File: config.mk
export PLATFORM = sky130hd
export DESIGN_NAME = weighted_round_robin_arbiter
export DESIGN_NICKNAME = d
export VERILOG_FILES = /design/src/rtl/arbiter_pkg.sv /design/src/rtl/static_priority_arbiter.sv /design/src/rtl/wrr_credit_counter.sv /design/src/rtl/weighted_round_robin_arbiter.sv
export SDC_FILE = /design/constraint.sdc
export NUM_CORES = 1
export LEC_CHECK = 0
export CELL_PAD_IN_SITES_DETAIL_PLACEMENT = 1
export CELL_PAD_IN_SITES_GLOBAL_PLACEMENT = 2
export CORE_MARGIN = 1
export CORE_UTILIZATION = 26
export DETAILED_ROUTE_END_ITERATION = 16
export PLACE_DENSITY_LB_ADDON = 0.15
export SYNTH_ARGS = -nofsm -noshare
export SYNTH_HDL_FRONTEND = slang
export SYNTH_HIERARCHICAL = 1
export SYNTH_SLANG_ARGS = --single-unit
export TNS_END_PERCENT = 20
File: constraint.sdc
create_clock -name clock -period 4.7 [get_ports clock]
set_input_delay 1.41 -clock clock [delete_from_list [all_inputs] [get_ports clock]]
set_output_delay 1.41 -clock clock [all_outputs]
set_load 0.1 [all_outputs]
File: src/rtl/arbiter_pkg.sv
// Shared definitions for the weighted round-robin arbiter slice.
// Optional lock feature is enabled with WEIGHTED_ROUND_ROBIN_ARBITER_LOCK_EN.
package arbiter_pkg;

  // Smallest burst a channel can own; a programmed weight of 0 is raised to this.
  localparam int unsigned MIN_WEIGHT = 1;

  typedef enum logic [1:0] {
    SRC_NONE,
    SRC_PENDING,
    SRC_OWNER,
    SRC_SEARCH
  } grant_src_e;

  function automatic int unsigned index_width(input int unsigned n);
    return (n > 1) ? $clog2(n) : 1;
  endfunction

endpackage

File: src/rtl/static_priority_arbiter.sv
// Fixed-priority picker: the lowest-index asserted request wins.
// Used unchanged whether or not WEIGHTED_ROUND_ROBIN_ARBITER_LOCK_EN is defined.
module static_priority_arbiter #(
  parameter int unsigned SIZE  = 4,
  parameter int unsigned IDX_W = 2
) (
  input  logic [SIZE-1:0]  requests,
  output logic [SIZE-1:0]  grant,
  output logic [IDX_W-1:0] grant_index,
  output logic             grant_valid
);

  always_comb begin
    grant       = '0;
    grant_index = '0;
    grant_valid = 1'b0;
    for (int unsigned i = 0; i < SIZE; i++) begin
      if (requests[i] && !grant_valid) begin
        grant_valid = 1'b1;
        grant[i]    = 1'b1;
        grant_index = IDX_W'(i);
      end
    end
  end

endmodule

File: src/rtl/wrr_credit_counter.sv
// Burst ownership tracker: owner, owner_active and remaining credits.
// With WEIGHTED_ROUND_ROBIN_ARBITER_LOCK_EN, a locked transfer claims and holds ownership.
module wrr_credit_counter
  import arbiter_pkg::*;
#(
  parameter int unsigned SIZE         = 4,
  parameter int unsigned WEIGHT_WIDTH = 4,
  parameter int unsigned IDX_W        = 2
) (
  input  logic                    clock,
  input  logic                    reset,
  input  logic                    transfer,
  input  logic [IDX_W-1:0]        grant_index,
  input  logic [WEIGHT_WIDTH-1:0] grant_weight,
  input  logic                    pending,
  input  logic [SIZE-1:0]         requests,
`ifdef WEIGHTED_ROUND_ROBIN_ARBITER_LOCK_EN
  input  logic                    lock,
`endif
  output logic [IDX_W-1:0]        owner,
  output logic                    owner_active,
  output logic                    release_valid,
  output logic [IDX_W-1:0]        release_index
);

  logic [IDX_W-1:0]        owner_q, owner_d;
  logic                    owner_active_q, owner_active_d;
  logic [WEIGHT_WIDTH-1:0] credits_q, credits_d;
  logic [WEIGHT_WIDTH-1:0] burst;
  logic                    hold;

`ifdef WEIGHTED_ROUND_ROBIN_ARBITER_LOCK_EN
  assign hold = lock;
`else
  assign hold = 1'b0;
`endif

  assign burst = (grant_weight < WEIGHT_WIDTH'(MIN_WEIGHT)) ? WEIGHT_WIDTH'(MIN_WEIGHT)
                                                            : grant_weight;

  always_comb begin
    owner_d        = owner_q;
    owner_active_d = owner_active_q;
    credits_d      = credits_q;
    release_valid  = 1'b0;
    release_index  = owner_q;
    if (transfer) begin
      if (owner_active_q && (grant_index == owner_q)) begin
        // credits==0 is only reachable after a locked load and counts as exhausted
        if (!hold) begin
          if (credits_q <= WEIGHT_WIDTH'(1)) begin
            owner_active_d = 1'b0;
            credits_d      = '0;
            release_valid  = 1'b1;
            release_index  = owner_q;
          end else begin
            credits_d = credits_q - WEIGHT_WIDTH'(1);
          end
        end
      end else if (hold || (burst > WEIGHT_WIDTH'(1))) begin
        owner_d        = grant_index;
        owner_active_d = 1'b1;
        credits_d      = burst - WEIGHT_WIDTH'(1);
      end else begin
        owner_active_d = 1'b0;
        release_valid  = 1'b1;
        release_index  = grant_index;
      end
    end else if (owner_active_q && !pending && !requests[owner_q]) begin
      owner_active_d = 1'b0;
      release_valid  = 1'b1;
      release_index  = owner_q;
    end
  end

  always_ff @(posedge clock) begin
    if (reset) begin
      owner_q        <= '0;
      owner_active_q <= 1'b0;
      credits_q      <= '0;
    end else begin
      owner_q        <= owner_d;
      owner_active_q <= owner_active_d;
      credits_q      <= credits_d;
    end
  end

  assign owner        = owner_q;
  assign owner_active = owner_active_q;

endmodule

File: src/rtl/weighted_round_robin_arbiter.sv
// Weighted round-robin arbiter: per-channel burst credit, round-robin hand-off, stall hold.
// Define WEIGHTED_ROUND_ROBIN_ARBITER_LOCK_EN to add the lock input.
module weighted_round_robin_arbiter
  import arbiter_pkg::*;
#(
  parameter int unsigned SIZE         = 4,
  parameter int unsigned WEIGHT_WIDTH = 4,
  localparam int unsigned IDX_W       = index_width(SIZE)
) (
  input  logic                         clock,
  input  logic                         reset,
  input  logic [SIZE-1:0]              requests,
  input  logic [SIZE*WEIGHT_WIDTH-1:0] weights,
  input  logic                         ready,
  output logic [SIZE-1:0]              grant,
  output logic [IDX_W-1:0]             grant_index,
  output logic                         grant_valid
`ifdef WEIGHTED_ROUND_ROBIN_ARBITER_LOCK_EN
  ,
  input  logic                         lock
`endif
);

  logic [IDX_W-1:0]        pointer_q, pointer_d;
  logic                    pending_q, pending_d;
  logic [IDX_W-1:0]        pending_index_q, pending_index_d;

  logic [IDX_W-1:0]        owner;
  logic                    owner_active;
  logic                    release_valid;
  logic [IDX_W-1:0]        release_index;

  logic [SIZE-1:0]         masked_requests;
  logic [SIZE-1:0]         masked_grant, raw_grant;
  logic [IDX_W-1:0]        masked_index, raw_index;
  logic                    masked_valid, raw_valid;

  grant_src_e              grant_src;
  logic [IDX_W-1:0]        sel_index;
  logic [WEIGHT_WIDTH-1:0] grant_weight;
  logic                    transfer;

  function automatic logic [SIZE-1:0] onehot(input logic [IDX_W-1:0] idx);
    return SIZE'(1) << idx;
  endfunction

  always_comb begin
    masked_requests = '0;
    for (int unsigned i = 0; i < SIZE; i++) begin
      masked_requests[i] = requests[i] && (i >= 32'(pointer_q));
    end
  end

  static_priority_arbiter #(.SIZE(SIZE), .IDX_W(IDX_W)) u_masked_search (
    .requests    (masked_requests),
    .grant       (masked_grant),
    .grant_index (masked_index),
    .grant_valid (masked_valid)
  );

  static_priority_arbiter #(.SIZE(SIZE), .IDX_W(IDX_W)) u_raw_search (
    .requests    (requests),
    .grant       (raw_grant),
    .grant_index (raw_index),
    .grant_valid (raw_valid)
  );

  // Priority: held stall grant, then the live burst owner, then the round-robin search.
  always_comb begin
    grant_src = SRC_NONE;
    sel_index = '0;
    if (pending_q) begin
      grant_src = SRC_PENDING;
      sel_index = pending_index_q;
    end else if (owner_active && requests[owner]) begin
      grant_src = SRC_OWNER;
      sel_index = owner;
    end else if (masked_valid) begin
      grant_src = SRC_SEARCH;
      sel_index = masked_index;
    end else if (raw_valid) begin
      grant_src = SRC_SEARCH;
      sel_index = raw_index;
    end
  end

  always_comb begin
    grant = '0;
    unique case (grant_src)
      SRC_PENDING: grant = onehot(pending_index_q);
      SRC_OWNER:   grant = onehot(owner);
      SRC_SEARCH:  grant = masked_valid ? masked_grant : raw_grant;
      default:     grant = '0;
    endcase
  end

  assign grant_valid = (grant_src != SRC_NONE);
  assign grant_index = sel_index;
  assign transfer    = grant_valid && ready;

  always_comb begin
    grant_weight = '0;
    for (int unsigned i = 0; i < SIZE; i++) begin
      if (sel_index == IDX_W'(i)) begin
        grant_weight = weights[i*WEIGHT_WIDTH +: WEIGHT_WIDTH];
      end
    end
  end

  wrr_credit_counter #(
    .SIZE         (SIZE),
    .WEIGHT_WIDTH (WEIGHT_WIDTH),
    .IDX_W        (IDX_W)
  ) u_credit (
    .clock         (clock),
    .reset         (reset),
    .transfer      (transfer),
    .grant_index   (sel_index),
    .grant_weight  (grant_weight),
    .pending       (pending_q),
    .requests      (requests),
`ifdef WEIGHTED_ROUND_ROBIN_ARBITER_LOCK_EN
    .lock          (lock),
`endif
    .owner         (owner),
    .owner_active  (owner_active),
    .release_valid (release_valid),
    .release_index (release_index)
  );

  always_comb begin
    pending_d       = grant_valid && !ready;
    pending_index_d = pending_d ? sel_index : pending_index_q;
    pointer_d       = pointer_q;
    if (release_valid) begin
      pointer_d = (release_index == IDX_W'(SIZE - 1)) ? '0 : release_index + IDX_W'(1);
    end
  end

  always_ff @(posedge clock) begin
    if (reset) begin
      pointer_q       <= '0;
      pending_q       <= 1'b0;
      pending_index_q <= '0;
    end else begin
      pointer_q       <= pointer_d;
      pending_q       <= pending_d;
      pending_index_q <= pending_index_d;
    end
  end

endmodule
==> tab_implementation.tex <==
\begin{tabular}{lr}
\hline
Metric & Value \\
\hline
\multicolumn{2}{l}{\textbf{Routing}} \\
\quad Detailed-route wire length per cell & 15.28 um \\
\quad Detailed-route via count & 1,460 \\
\quad Max Used Layer & met4 \\
\quad Length of routed met3 wiring & 156 um \\
\quad Vias per inst & 4.983 \\
\quad Starting DRC count in detailed routing & 51 \\
\quad DRC violation count after routing & 0 \\
\quad DRT met1 WL & 2.109 mm \\
\quad Detailed-routed wire length on met2 & 2.187 mm \\
\quad Remaining antenna violation count & 0 \\
\quad Detailed-router iteration count before antenna repair & 4 \\
\quad Drt total wl & 4.478 mm \\
\multicolumn{2}{l}{\textbf{STA}} \\
\quad Unrepaired setup endpoints after global routing & false \\
\quad Max-slew headroom at the worst pin & 59.11\% \\
\quad Number of endpoints with negative hold slack in the final report & 0 \\
\quad Worst hold slack & 0.5120 ns \\
\quad Minimum clock period & 4.439 ns \\
\quad Measured slew at the worst slew-check pin & 0.6115 ns \\
\quad Final worst setup slack & 0.2605 ns \\
\quad Pins Over Slew Limit & 0 \\
\quad Post-route clock period utilization & 94.46\% \\
\quad Worst Clk Skew & 0.003773 ns \\
\quad Maximum clock rate & 225.3 MHz \\
\quad Setup violators final & 0 \\
\multicolumn{2}{l}{\textbf{GRT}} \\
\quad Global-route usage over all layers & 17.85\% \\
\quad Via count of the first global-routing pass & 1,629 \\
\quad Pin count of the biggest net entering global routing & 14 \\
\quad Final global-route overflow total & 0 \\
\quad Number of antenna violations at the first check in global routing & 0 \\
\quad First-pass GRT wire length & 7.576 mm \\
\multicolumn{2}{l}{\textbf{Placed design}} \\
\quad Final weighted congestion in routability-driven placement & 0.8676 \\
\quad Post-Place Worst Slack & -0.6384 ns \\
\quad Cell area after placement & 0.001982 sq mm \\
\quad Half-perimeter wire length after placement & 3.431 mm \\
\quad Number of buffers inserted by port buffering & 29 \\
\multicolumn{2}{l}{\textbf{Critical path}} \\
\quad Critical path class & in -> reg \\
\quad Required time at the worst-slack endpoint & 4.81 ns \\
\quad Worst Setup End Kind & flip-flop \\
\quad Peak per-stage delay on the critical path & 0.34 ns \\
\quad Crit start category & input pin \\
\quad Critical Path AT & 4.55 ns \\
\quad Cells traversed along the worst timing path & clkbuf\_2, buf\_6, nand2b\_4, a21oi\_2, nand2\_1, o21ai\_2, mux2i\_1, o21ai\_2, buf\_12, mux2i\_1, mux2i\_1, buf\_4, buf\_4, inv\_1, ha\_4, nor3b\_4, nand2\_2, mux2\_4, ha\_4, mux2i\_1, nor2\_1 \\
\quad Largest fanout on the critical path & 5 \\
\quad Critical-path cell with the highest stage delay & mux2\_4 \\
\quad Critical path buffers and inverters & 6 \\
\quad Kind of cell adding the most delay to the critical path & multiplexers \\
\quad Worst path most repeated cell & mux2i\_1 \\
\multicolumn{2}{l}{\textbf{Logic synthesis}} \\
\quad Yosys warnings & 6 \\
\quad Synthesized net count & 191 \\
\quad \#FFs+latches synth & 12 \\
\quad EDFF count, synth & 0 \\
\quad Gate count of the mapped netlist & 164 \\
\quad Top\_reg\_cell synth & dfxtp\_1 \\
\quad Async SR Flop Fraction & 0\% \\
\quad Portion of the post-synthesis area used by sequential elements & 18.01\% \\
\quad Post-synth cell types & 49 \\
\quad Avg Synthesized Cell Area & 8.133 sq um \\
\quad Post-Syn Area & 0.001334 sq mm \\
\multicolumn{2}{l}{\textbf{CTS}} \\
\quad Clock tree from TritonCTS & done \\
\quad Clock-pin slew on the worst setup and hold paths & 0.06 ns \\
\quad Clk Latency, worst-skew pair & 0.25 ns \\
\quad H-tree depth reported by CTS & 1 \\
\quad Hold-fix buffer count after cts & 0 \\
\quad Root cell of the clock tree & clkbuf\_8 \\
\quad Longest Clk Path Bufs & 2 \\
\quad Cts bufs inserted & 3 \\
\quad Number of clock sinks & 12 \\
\multicolumn{2}{l}{\textbf{Floorplan}} \\
\quad Die width & 73.63 um \\
\quad Initial core utilization & 27.69\% \\
\quad Floorplan die height & 73.63 um \\
\quad Area inside the core boundary & 0.004817 sq mm \\
\quad Standard-cell rows & 25 \\
\quad IO Count & 30 \\
\quad Die area & 0.005421 sq mm \\
\multicolumn{2}{l}{\textbf{Flow run}} \\
\quad Maximum Capacitance Violations & 0 \\
\multicolumn{2}{l}{\textbf{Finish}} \\
\quad Final core utilization & 46.03\% \\
\quad Net count of the finished layout & 254 \\
\quad Final instance area & 0.002217 sq mm \\
\quad Area delta synth->final & 66.23\% \\
\quad Count of filler cells inserted in the layout & 575 \\
\quad Area of all sequential standard cells & 240.2 sq um \\
\quad Diode count & 0 \\
\quad Fraction of final layout cells with drive strength greater than 1 & 39.82\% \\
\quad Area occupied by multi-input gates & 0.001150 sq mm \\
\multicolumn{2}{l}{\textbf{Power}} \\
\quad Pwr dens & 276.5 mW/mm\^{}2 \\
\quad Largest voltage drop on the vdd net & 0.0001445 V \\
\quad Leak & 0.9190 nW \\
\multicolumn{2}{l}{\textbf{Run status}} \\
\quad Result of the run & finished clean \\
\multicolumn{2}{l}{\textbf{Hold path}} \\
\quad Worst Hold Class & reg -> reg \\
\hline
\end{tabular}
[repair_timing]
action,in CTS,in global routing
resized for setup,26,16
pin swaps,10,8
cloned,1,0
buffers inserted,6,1
setup endpoints to repair,11,9
[cells in the mapped netlist (2+ instances only)]
library cell | instances | area share [%]
mux2i_1 | 22 | 17
nor2_1 | 19 | 5.3
nand2_1 | 16 | 4.5
dfxtp_1 | 12 | 18
nor3_1 | 8 | 3.0
inv_1 | 7 | 2.0
nand3_1 | 6 | 2.3
nor2b_1 | 5 | 2.3
o21ai_0 | 5 | 1.9
a21oi_1 | 4 | 1.5
and2_1 | 4 | 1.9
ha_1 | 4 | 3.8
mux2_2 | 4 | 3.4
a22oi_1 | 3 | 1.7
nand2b_1 | 3 | 1.4
a22o_1 | 2 | 1.3
a311oi_1 | 2 | 1.3
buf_4 | 2 | 1.1
clkbuf_1 | 2 | 0.56
nand2b_4 | 2 | 2.1
nor3b_1 | 2 | 1.1
or3_1 | 2 | 0.94
xnor2_2 | 2 | 2.4
[metrics by stage]
| step | instances | setup TNS [ns] | total power [mW] |
|---|---|---|---|
| after floorplan | 164 | -1.150 | 0.3251 |
| after global placement | 281 | -1.866 | 0.4395 |
| after detailed placement | 281 | -4.123 | 0.4479 |
| after CTS | 292 | 0 | 0.6020 |
| after global routing | 293 | 0 | 0.6510 |
| final | 293 | 0 | 0.6130 |
[registers in the layout (all words and copies together) (netlist names)]
| signal | cells |
|---|---|
| u_credit/credits_q | 4 |
| pending_index_q | 2 |
| pointer_q | 2 |
| u_credit/owner | 2 |
| pending_q | 1 |
| u_credit/owner_active | 1 |
[final cells by class]
type	instances	area share, %
multi-input combinational	138	51.86
sequential	12	10.84
timing repair buffer	65	29.85
inverter	7	1.185
tap	67	3.781
clock buffer	4	2.483
[placed cells by master, fill, tap and decap left out, types with 2 or more instances in the layout]
master / n
buf_4: 29
mux2i_1: 21
clkdlybuf4s50_1: 18
nor2_1: 17
nand2_1: 14
dfxtp_1: 12
buf_12: 8
inv_1: 7
nor3_1: 7
nand3_1: 6
buf_6: 5
o21ai_2: 4
and2_1: 4
clkbuf_8: 4
clkbuf_2: 4
nand2b_1: 3
nor2b_1: 3
nor2b_4: 3
a22oi_1: 3
mux2_2: 3
o21ai_0: 2
a22o_1: 2
nor3b_4: 2
ha_4: 2
nand2_2: 2
xnor2_2: 2
or3_1: 2
a311oi_1: 2
a21oi_1: 2
ha_1: 2
nand2b_4: 2
a21oi_2: 2
nor2_2: 2
[worst paths after layout]
check                                                     endpoint                               start  slack [ns]  depth (start not counted)
worst min-delay path            u_credit/credits_q[2]$_SDFFE_PP0P_  u_credit/credits_q[2]$_SDFFE_PP0P_        0.51                          2
worst max-delay path                     pointer_q[1]$_SDFFE_PP0P_                         requests[2]        0.26                         21
worst min register to register  u_credit/credits_q[2]$_SDFFE_PP0P_  u_credit/credits_q[2]$_SDFFE_PP0P_        0.51                          2
worst max register to register           pointer_q[1]$_SDFFE_PP0P_      u_credit/owner[0]$_SDFFE_PP0P_        1.03                         17
[worst register-to-register path, stage by stage (launching register included)]
cell and delay, ns:
dfxtp_1 0.57, mux2i_1 0.34, o22ai_2 0.12, mux2i_1 0.15, o21ai_2 0.23, buf_12 0.15, mux2i_1 0.21, mux2i_1 0.14
buf_4 0.16, buf_4 0.13, inv_1 0.09, ha_4 0.14, nor3b_4 0.23, nand2_2 0.11, mux2_4 0.34, ha_4 0.24
mux2i_1 0.12, nor2_1 0.06
[power by group]
| part | switching, mW | internal, mW |
|---|---|---|
| Sequential | 0.0178 | 0.113 |
| Combinational | 0.183 | 0.181 |
| Clock | 0.0441 | 0.0742 |
[routing by layer]
| metal | vias up | global-route usage [%] |
|---|---|---|
| met2 | 30 | 31.09 |
| met4 | 0 | 2.778 |
| met3 | 4 | 3.978 |
| met1 | 705 | 22.78 |
| met5 | - | 0 |
| li1 | 721 | - |
[cell families after synthesis]
group	synth area share, %
xor gates and xnor gates	2.439
buffers and inverters	5.159
AOI/OAI and AO/OA	18.11
muxes	21.86
DFF	18.01
adders and majority gates	3.752
and+or+nand+nor	30.68
No activity file was read; power rests on OpenSTA's default activity.
